**src/rtl/whackamole_round_ctrl.sv**
```systemverilog
// Whackamole game sequencer: LFSR mole picker, GAP/SHOW timing on the tick
// strobe, hit/wrong-whack/timeout scoring, level progression and game over.
module whackamole_round_ctrl #(
  parameter logic [7:0] LFSR_SEED   = 8'hB8,
  parameter int         BASE_WINDOW = 16,
  parameter int         GAP_TICKS   = 4,
  parameter int         LEVEL_STEP  = 10,
  parameter int         MAX_LEVEL   = 7,
  parameter int         MAX_MISSES  = 3
) (
  input  logic       clk,
  input  logic       rst,
  input  logic       tick,
  input  logic       start,
  input  logic [7:0] sw,
  output logic [7:0] led,
  output logic [7:0] score,
  output logic [2:0] level,
  output logic [1:0] misses,
  output logic       game_over,
  output logic       busy
);

  localparam logic [1:0] IDLE = 2'd0;
  localparam logic [1:0] GAP  = 2'd1;
  localparam logic [1:0] SHOW = 2'd2;
  localparam logic [1:0] OVER = 2'd3;

  localparam logic [7:0] GAP_LOAD   = 8'(GAP_TICKS);
  localparam logic [7:0] PTS_LAST   = 8'(LEVEL_STEP - 1);
  localparam logic [2:0] LEVEL_MAX  = 3'(MAX_LEVEL);
  localparam logic [1:0] MISS_LIMIT = 2'(MAX_MISSES);

  logic [1:0] state, state_d;
  logic [7:0] lfsr;
  logic [7:0] sw_q;
  logic [7:0] gap_cnt, gap_cnt_d;
  logic [7:0] win_cnt, win_cnt_d;
  logic [7:0] pts, pts_d;
  logic [7:0] led_d, score_d;
  logic [2:0] level_d;
  logic [1:0] misses_d;
  logic [7:0] edges;
  logic [7:0] win_load;
  logic       hit, wrong, timeout;

  assign edges    = sw ^ sw_q;
  assign win_load = 8'(BASE_WINDOW - 2 * (int'(level) - 1));

  // led holds the one-hot mole while in SHOW, so it doubles as the hit mask.
  assign hit     = (state == SHOW) && (|(edges & led));
  assign wrong   = (state == SHOW) && (|edges) && !hit;
  assign timeout = (state == SHOW) && tick && (win_cnt == 8'd1);

  always_comb begin
    // NOTE: every variable gets a default here so no path leaves it unassigned (no latches).
    state_d   = state;
    gap_cnt_d = gap_cnt;
    win_cnt_d = win_cnt;
    pts_d     = pts;
    led_d     = led;
    score_d   = score;
    level_d   = level;
    misses_d  = misses;

    case (state)
      IDLE, OVER: begin
        if (start) begin
          score_d   = 8'd0;
          misses_d  = 2'd0;
          pts_d     = 8'd0;
          level_d   = 3'd1;
          led_d     = 8'd0;
          gap_cnt_d = GAP_LOAD;
          state_d   = GAP;
        end
      end

      GAP: begin
        if (tick) begin
          if (gap_cnt == 8'd1) begin
            led_d     = 8'd1 << lfsr[2:0];
            win_cnt_d = win_load;
            state_d   = SHOW;
          end else begin
            gap_cnt_d = gap_cnt - 8'd1;
          end
        end
      end

      SHOW: begin
        if (tick) win_cnt_d = win_cnt - 8'd1;
        if (hit) begin
          if (score != 8'hFF) score_d = score + 8'd1;
          if (pts == PTS_LAST) begin
            pts_d = 8'd0;
            if (level < LEVEL_MAX) level_d = level + 3'd1;
          end else begin
            pts_d = pts + 8'd1;
          end
          led_d     = 8'd0;
          gap_cnt_d = GAP_LOAD;
          state_d   = GAP;
        end else if (wrong || timeout) begin
          // A wrong whack coinciding with the timeout is still a single miss.
          misses_d = misses + 2'd1;
          if (misses_d == MISS_LIMIT) begin
            led_d   = 8'd0;
            state_d = OVER;
          end else if (timeout) begin
            led_d     = 8'd0;
            gap_cnt_d = GAP_LOAD;
            state_d   = GAP;
          end
        end
      end

      default: state_d = IDLE;
    endcase
  end

  always_ff @(posedge clk) begin
    // NOTE: sequential state uses non-blocking assignments so all registers update together.
    if (rst) begin
      state     <= IDLE;
      lfsr      <= LFSR_SEED;
      sw_q      <= sw;  // track current switches so no edge appears after reset
      gap_cnt   <= 8'd0;
      win_cnt   <= 8'd0;
      pts       <= 8'd0;
      led       <= 8'd0;
      score     <= 8'd0;
      level     <= 3'd1;
      misses    <= 2'd0;
      game_over <= 1'b0;
      busy      <= 1'b0;
    end else begin
      state     <= state_d;
      lfsr      <= {lfsr[6:0], lfsr[7] ^ lfsr[5] ^ lfsr[4] ^ lfsr[3]};
      sw_q      <= sw;
      gap_cnt   <= gap_cnt_d;
      win_cnt   <= win_cnt_d;
      pts       <= pts_d;
      led       <= led_d;
      score     <= score_d;
      level     <= level_d;
      misses    <= misses_d;
      game_over <= (state_d == OVER);
      busy      <= (state_d == GAP) || (state_d == SHOW);
    end
  end

endmodule

```
**config.mk**
```make
export PLATFORM = sky130hd
export DESIGN_NAME = whackamole_round_ctrl
export DESIGN_NICKNAME = d
export VERILOG_FILES = /design/src/rtl/whackamole_round_ctrl.sv
export SDC_FILE = /design/constraint.sdc
export NUM_CORES = 1
export LEC_CHECK = 0
export ABC_AREA = 1
export ABC_CLOCK_PERIOD_IN_PS = 2100
export CAP_MARGIN = 10
export CORE_ASPECT_RATIO = 1.1
export CORE_UTILIZATION = 40
export DETAILED_ROUTE_END_ITERATION = 7
export GPL_ROUTABILITY_DRIVEN = 0
export HOLD_SLACK_MARGIN = 0.02
export SLEW_MARGIN = 10
export SYNTH_ARGS = -nofsm -noshare
export SYNTH_HDL_FRONTEND = slang
export SYNTH_SLANG_ARGS = --single-unit
```
**constraint.sdc**
```tcl
create_clock -name clk -period 2.1 [get_ports clk]
set_input_delay 0.315 -clock clk [delete_from_list [all_inputs] [get_ports clk]]
set_output_delay 0.315 -clock clk [all_outputs]
set_load 0.01 [all_outputs]
```
==> flow_summary.toml <==
[run_status]
status = "finished, final reports clean"

[timing]
setup_viol = 0
slew_violations = 0
skew_ns = 0.01960
tightest_slew_ns = 0.3299
hold_viol = 0
period_share_pct = 89.39
rsz0062_at_grt = "no"
maxSlewHeadroom_pct = 78.01
final.min_clock_period_ns = 1.877
fmax_mhz = 532.7

[yosys]
synth.distinct_cells = 46
synth_flop_cell = "dfxtp_1"
syn_inst = 512
syn-num-nets = 538
ys_ff_latch = 65
synthesis.area_mm2 = 0.003577
synth_edf_count = 0
yosys_warnings = 0
ys_seq_area_share_pct = 36.38
avgSynthCellArea_um2 = 6.987
ys_async_sr_fraction_pct = 0

[hold_path]
hold_start = "lfsr[6]"
hold_class = "reg2reg"
hold-path-cell-count = 1
hold_path_end = "lfsr[7]"

[grt]
grt_pass1_wl_mm = 13.61
grt_max_degree = 31
antenna_found_initial = 0
grt_pass1_vias = 3073
grtUsageMet3_pct = 3.679
use_met2_pct = 30.83
grt_use_total_pct = 18.11
overflow = 0
grt_busiest_layer = "met2"
met1_usage_pct = 22.76

[clock_network]
cts_buffer_depth = 2
htreeDepth = 3
cts_sinks = 65
clkLatencyLatePin_ns = 0.35
numCtsBuffers = 9
cts_tree = "built"
clkSlewWorstSetupHoldPaths_ns = 0.08
cts-root-buf = "clkbuf_8"
postCtsHoldBufs = 0

[critical_path]
end_kind = "register"
critPathMaxFanout = 13
crit_type = "reg2reg"
worstRegToRegCells = 10
r2r-end = "win_cnt[7]"
cp.arrival_ns = 2.11
rr_startpoint = "state[0]"
r2r_setup_slack_ns = 0.22
start_kind = "register"
required_ns = 2.34

[pwr]
p_clk_share_pct = 38.6
power_w = 0.003172
pwr-share-seq_pct = 42.7
switchingPower_w = 0.0009147
leakage_nw = 1.951
powerDensity_mw_per_mm2 = 708.8
power.internal_w = 0.002258
ir_drop_mv = 0.3052
switching_share_pct = 28.83
p_comb_share_pct = 18.7

[die]
row_count = 35
dieArea_mm2 = 0.009326
core_area_mm2 = 0.008539
die_w_um = 92.17
boundaryPins = 35
initial_utilization_pct = 41.89
die_y_um = 101.2

[routing]
ant_nets = 0
wl_per_cell_um = 11.37
vias = 3334
vias_per_cell = 4.818
drt_iter0_drc = 187
firstDrtPassIters = 4
wl_mm = 7.865
drcViolationCount = 0

[place]
dpl_cell_area_mm2 = 0.004220
numPortBuffers = 34
dp_hpwl_mm = 5.772

[layout]
fin_area_mm2 = 0.004476
drive_above_1_share_pct = 13.77
fin_nets = 602
diodes = 0
area_growth_pct = 25.11
nFillCells = 873

[run]
max_cap_viol_count = 0
## cell usage after synthesis, types with 3 or more instances
cell,instances,area share (%)
a21oi_1,30,4.2
clkbuf_1,6,0.63
dfxtp_1,65,36
ha_1,14,4.9
inv_1,66,6.9
nand2_1,116,12
nand2_2,8,1.4
nand3_1,30,4.2
nand4_1,16,2.8
nor2_1,69,7.2
nor2_2,6,1.0
nor3_1,4,0.56
o21ai_0,16,2.2
o21bai_1,3,0.63
or2_2,6,1.0
xnor2_1,5,1.2
xor2_1,13,3.2
## final cells by class
class                   instances  area [um2]  area share (%)
multi-input cells             367        1973           44.09
flip-flops and latches         65        1301           29.07
repair buffers                 62       566.8           12.66
inverters                      71       269.0           6.011
clock buffers                  11       141.4           3.159
well taps                     111       138.9           3.103
clock inverters                 5       85.08           1.901
## sequential cells by signal, indices dropped and copies added, names as in the netlist
name and cells:
busy 1, game_over 1, gap_cnt 8, led 8, level 3, lfsr 8, misses 2, pts 8
score 8, state 2, sw_q 8, win_cnt 8
## power groups by stage
stage / logic (W) / registers, W / clock network [W]
2_1_floorplan: 0.000412 / 0.00138 / 0
3_3_place_gp: 0.000574 / 0.00138 / 0
3_5_place_dp: 0.000586 / 0.00138 / 0
4_1_cts: 0.000588 / 0.00135 / 0.00125
5_1_grt: 0.000680 / 0.00136 / 0.00130
6_report: 0.000594 / 0.00135 / 0.00122
## worst max path at each step
| stage | startpoint | endpoint | slack (ns) | cells after the start |
|---|---|---|---|---|
| 3_3_place_gp | sw[5] | busy | -0.09 | 15 |
| 5_1_grt | state[0] | busy | 0.003 | 15 |
| 2_1_floorplan | state[0] | busy | 0.29 | 15 |
| 4_1_cts | state[0] | pts[6] | 0.1 | 11 |
| 3_5_place_dp | sw[5] | busy | -0.12 | 15 |
| 6_report | state[0] | win_cnt[7] | 0.22 | 10 |
## logic make-up (layout without fill, tap and decap cells)
group | after synthesis | after routing | synth area share [%]
compound gates | 68 | 68 | 11.54
fa+ha+maj | 14 | 14 | 4.897
buf+inv | 80 | 149 | 8.745
flops | 65 | 65 | 36.38
simple gates | 267 | 267 | 34.03
xor+xnor | 18 | 18 | 4.407
## layer usage
metal	up-vias	wire, um
li1	1775	-
met1	1495	3821
met2	58	3667
met3	6	295
met4	0	80
met5	-	0
## timing repair
item	4_1_cts	5_1_grt
setup endpoints to repair	0	31
setup buffers	0	2
hold endpoints to repair	0	0
resized for setup	0	5
## critical path: stages (launching register included)
cell	delay [ns]
dfxtp_1	0.34
inv_1	0.10
ha_2	0.23
buf_6	0.19
inv_2	0.09
buf_4	0.17
a21oi_4	0.20
buf_4	0.17
nand3_1	0.08
xor2_1	0.15
nor2_1	0.05
## metrics by stage
stage / std cells / hold WS (ns) / worst slack (ns) / TNS (ns) / util, %
detailed placement: 674 / 0.3951 / -0.1243 / -0.9138 / 49.42
finish: 692 / 0.4129 / 0.2228 / 0 / 52.41
global route: 692 / 0.4262 / 0.003246 / 0 / 52.41
global placement: 674 / 0.3976 / -0.08739 / -0.5638 / 49.42
CTS: 690 / 0.4137 / 0.09884 / 0 / 52.07
floorplan: 512 / 0.3427 / 0.2895 / 0 / -
## placed cells by master (no fill, tap or decap), types with 2 or more instances in the layout
| cell type | synthesis | layout |
|---|---|---|
| nand3_2 | 2 | 2 |
| or2_1 | 2 | 2 |
| xnor2_1 | 5 | 5 |
| nor3_1 | 4 | 4 |
| o21ai_1 | 2 | 2 |
| clkdlybuf4s50_1 | 0 | 34 |
| nor2_4 | 1 | 2 |
| inv_6 | 0 | 2 |
| nand2_1 | 116 | 116 |
| a21oi_1 | 30 | 30 |
| clkinv_1 | 2 | 2 |
| buf_4 | 0 | 26 |
| o21bai_1 | 3 | 3 |
| clkbuf_8 | 0 | 10 |
| nor2_2 | 6 | 6 |
| o211ai_1 | 2 | 2 |
| nor2_1 | 69 | 68 |
| or2_2 | 6 | 6 |
| nand2_2 | 8 | 8 |
| nor3b_1 | 2 | 2 |
| inv_1 | 66 | 65 |
| nand3_1 | 30 | 30 |
| o21ai_0 | 16 | 16 |
| bufinv_16 | 0 | 2 |
| ha_1 | 14 | 13 |
| a21oi_4 | 2 | 2 |
| xor2_1 | 13 | 13 |
| nand4_1 | 16 | 16 |
| dfxtp_1 | 65 | 65 |
| a31oi_1 | 2 | 2 |
| inv_2 | 2 | 3 |
Note: power is estimated with default switching activity, not from simulation.
==> RTL edit 1: new RTL, config.mk and constraints unchanged <==
The parameter `MAX_LEVEL` goes from 7 to 3.
--- a/src/rtl/whackamole_round_ctrl.sv
+++ b/src/rtl/whackamole_round_ctrl.sv
@@ -5,7 +5,7 @@
   parameter int         BASE_WINDOW = 16,
   parameter int         GAP_TICKS   = 4,
   parameter int         LEVEL_STEP  = 10,
-  parameter int         MAX_LEVEL   = 7,
+  parameter int         MAX_LEVEL   = 3,
   parameter int         MAX_MISSES  = 3
 ) (
   input  logic       clk,
Function: same outputs for any inputs over 10 cycles, from zero or initial values and one cycle with rst high; that may be too few to reach the edited logic, so the function may still have changed.
==> RTL edit 1 against the original RTL <==
- fmax decreased by 1.5%
- routed wire length decreased by 3.8%
- area after synthesis increased by 2.2%
- worst setup slack got worse by 28 ps
- critical path type unchanged
- highest routed layer unchanged
- sequential cell count unchanged
- largest cell class unchanged
- final area increased by 0.34%
- count of clock-buffer cells in the layout decreased by 2
Power is not compared: it rests on default switching activity, and its combinational part moved more than twofold at a synthesized area within 25%.
==> RTL edit 1: results <==
[global_route]
grt_use_total_pct = 17.1
grt_pass1_wl_um = 13000
grt_start_max_net_pins = 28
grt_pass1_vias = 2992
antenna_found_initial = 0

[clock_tree]
ctsRootBufferMaster = "clkbuf_8"
cts_buffers = 9
htreeDepth = 3
clockBufferDepth = 2

[yosys]
synth.distinct_cells = 44
synth_commonest_cells = "112 x nand2_1, 67 x inv_1, 65 x dfxtp_1, 65 x nor2_1, 38 x a21oi_1"
yosys-top-cells-area = "dfxtp_1 36%, nand2_1 11%, inv_1 6.9%"
syn_nets = 538
synth-seq-area-share_pct = 35.6

[sta]
skew_ps = 10.5
tightest_slew_ps = 395
fmax_ghz = 0.525

[critical_path]
cpPeakStageDelay_ps = 360
worst_ep_arrival_time_ps = 2140
cp_slowest_cell = "dfxtp_2"
reg2reg_slack_ps = 190
criticalPathCategory = "flip-flop to flip-flop"
path_delay_family = "compound AO/OA/AOI/OAI gates"
r2r_end = "pts[5]"
path_max_fanout = 8

[place]
dp_slack_ps = -192
hpwl_um = 5650

[drt]
vias = 3278
wl_per_cell_um = 11.0
drt-initial-drc-count = 76

[run_status]
status = "finished clean"

[finish]
nets = 594
drive_gt1_share_pct = 12.6

[pwr]
leakagePower_uw = 0.00192
==> RTL edit 1: worst min-delay path by stage <==
| stage | end | slack (ps) | cells after the start |
|---|---|---|---|
| 2_1_floorplan | sw_q[0] | 340 | 0 |
| 3_3_place_gp | lfsr[7] | 390 | 1 |
| 3_5_place_dp | lfsr[7] | 400 | 1 |
| 4_1_cts | lfsr[7] | 420 | 1 |
| 5_1_grt | lfsr[7] | 430 | 1 |
| 6_report | lfsr[7] | 410 | 1 |
==> RTL edit 1: metrics by stage <==
step	power (uW)	cell area, um^2	setup TNS (ps)	std cells
after CTS	5490	4480	0	686
after detailed placement	4250	4250	-3010	670
after global routing	5930	4490	0	687
final	5440	4490	0	687
after floorplan	3570	3660	0	512
after global placement	4220	4250	-2380	670
==> RTL edit 1: metal layers <==
metal  track usage, %  vias up  routed length, um
met4             7.69        0                121
met1             21.0     1458               3670
met2             29.0       43               3570
met3             3.20       10                202
li1                 -     1767                  -
met5                0        -                  0
==> RTL edit 1: kinds of logic after synthesis <==
kind of cell	after synthesis	synth area share, %
buffers and inverters	83	9.07
DFF	65	35.6
AOI/OAI and AO/OA	71	11.5
xor gates and xnor gates	20	4.79
adders and majority gates	14	4.79
and+or+nand+nor	259	34.3
==> RTL edit 1: area by class of cell <==
class	count	area, um^2
Inverter	72	275
Clock buffer	9	124
Timing Repair Buffer	56	518
Clock inverter	7	100
Tap cell	114	143
Sequential cell	65	1300
Multi-Input combinational cell	364	2030
Fill cell	877	4380
==> RTL edit 1: worst reg2reg max path: cells and delay by family (launching register included) <==
kind | cells | cell delay (ps)
AND/OR/NAND/NOR | 4 | 320
AO/OA/AOI/OAI | 2 | 480
adder cells (fa/ha/maj) | 1 | 320
flip-flops | 1 | 360
buffers and inverters | 3 | 300
==> RTL edit 1: power by group <==
group / internal (uW) / total, uW / switching, uW
sequential: 1430 / 1600 / 164
combinational: 1030 / 2640 / 1610
clock: 681 / 1210 / 525
==> RTL edit 1: repair_timing <==
item / 4_1_cts / 5_1_grt
gates resized for setup: 0 / 2
buffers inserted: 0 / 1
endpoints found under the setup margin: 0 / 10
==> RTL edit 2: new RTL, config.mk and constraints unchanged <==
Made on the original files. Register the output `led` once more; this adds one clock of latency there. The other outputs are not delayed to match.
--- a/src/rtl/whackamole_round_ctrl.sv
+++ b/src/rtl/whackamole_round_ctrl.sv
@@ -31,6 +31,8 @@
   localparam logic [2:0] LEVEL_MAX  = 3'(MAX_LEVEL);
   localparam logic [1:0] MISS_LIMIT = 2'(MAX_MISSES);
 
+  logic [7:0] led_s0;
+
   logic [1:0] state, state_d;
   logic [7:0] lfsr;
   logic [7:0] sw_q;
@@ -48,7 +50,7 @@
   assign win_load = 8'(BASE_WINDOW - 2 * (int'(level) - 1));
 
   // led holds the one-hot mole while in SHOW, so it doubles as the hit mask.
-  assign hit     = (state == SHOW) && (|(edges & led));
+  assign hit     = (state == SHOW) && (|(edges & led_s0));
   assign wrong   = (state == SHOW) && (|edges) && !hit;
   assign timeout = (state == SHOW) && tick && (win_cnt == 8'd1);
 
@@ -58,7 +60,7 @@
     gap_cnt_d = gap_cnt;
     win_cnt_d = win_cnt;
     pts_d     = pts;
-    led_d     = led;
+    led_d     = led_s0;
     score_d   = score;
     level_d   = level;
     misses_d  = misses;
@@ -128,7 +130,7 @@
       gap_cnt   <= 8'd0;
       win_cnt   <= 8'd0;
       pts       <= 8'd0;
-      led       <= 8'd0;
+      led_s0    <= 8'd0;
       score     <= 8'd0;
       level     <= 3'd1;
       misses    <= 2'd0;
@@ -141,7 +143,7 @@
       gap_cnt   <= gap_cnt_d;
       win_cnt   <= win_cnt_d;
       pts       <= pts_d;
-      led       <= led_d;
+      led_s0    <= led_d;
       score     <= score_d;
       level     <= level_d;
       misses    <= misses_d;
@@ -150,5 +152,9 @@
     end
   end
 
+  always_ff @(posedge clk) begin
+    led <= led_s0;
+  end
+
 endmodule
 
Check against the original RTL: not equivalent (Yosys sat finds a counterexample within 10 cycles, from zero or initial values and one cycle with rst high).
==> RTL edit 2 against the original RTL <==
- non-clock buffer count is 10 lower
- critical path depth is 5 higher
- largest power group unchanged
- count of clock-buffer cells in the layout is the same
- clock power grew 5%
- sequential cell count increased by 8
- first-iteration DRC count fell by 37%
- worst setup slack lost 23 ps
- sequential share of layout area up 3.1 points
- power rose by 25%
- routed wire length fell by 7.1%
- die area is 3.8% higher
- final area is 1.4% higher
- area after synthesis rose by 3.9%
- critical path type is now input pin to flip-flop
==> RTL edit 2: results <==
[run_status]
status = "finished clean"

[finish]
fillers = 880
nets = 564
clk_share_pct = 5.21
buffer_area_share_pct = 10.5
multi_input_area_um2 = 1950
drive_gt1_share_pct = 15.7
nNonClkInverters = 69

[sta]
worst_slack_ps = 200
tightest_slew_ps = 465
skew_ps = 10.4

[drt]
routedLengthMet1_um = 3640
drt-initial-drc-count = 117
wl_um = 7310

[yosys]
yosys-top-cells-area = "dfxtp_1 39%, nand2_1 9.1%, inv_1 6.3%"
syn_area_per_cell_um2 = 7.70
synth_commonest_cells = "90 x nand2_1, 73 x dfxtp_1, 62 x inv_1, 54 x nor2_1, 36 x a21oi_1"
synth-compound-area-share_pct = 12.0
syn_nets = 509
yosys.area_share.xor_xnor_pct = 4.24

[die]
dieWidth_um = 93.9

[pwr]
comb_power_share_pct = 27.5
p_sw_share_pct = 32.2

[place]
dp_cells = 641
place_area_um2 = 4300
hpwl_um = 5400

[global_route]
grt_pass1_wl_um = 12700

[critical_path]
r2r_end = "level[2]"
## RTL edit 2: worst reg2reg max path: stages, from the launching register on
cell     delay (ps)
dfxtp_1         400
ha_2            250
buf_4           180
nor2_2           60
nor2_1          150
buf_4           160
nand2_4          70
inv_6           100
o21ai_4          80
nor2_4          150
nand3_1          90
nand2_1          70
nor2_1           30
## RTL edit 2: worst min-delay path by stage
stage / start / endpoint / slack, ps / cells after the start
3_3_place_gp: led_s0[6] / led[6] / 360 / 0
2_1_floorplan: sw[0] / sw_q[0] / 340 / 0
6_report: led_s0[6] / led[6] / 370 / 0
3_5_place_dp: led_s0[6] / led[6] / 360 / 0
4_1_cts: led_s0[6] / led[6] / 370 / 0
5_1_grt: led_s0[6] / led[6] / 380 / 0
## RTL edit 2: what timing repair did
item,CTS,global route
hold buffers,0,0
setup endpoints to repair,0,4
gates resized for setup,0,2
setup buffers,0,0
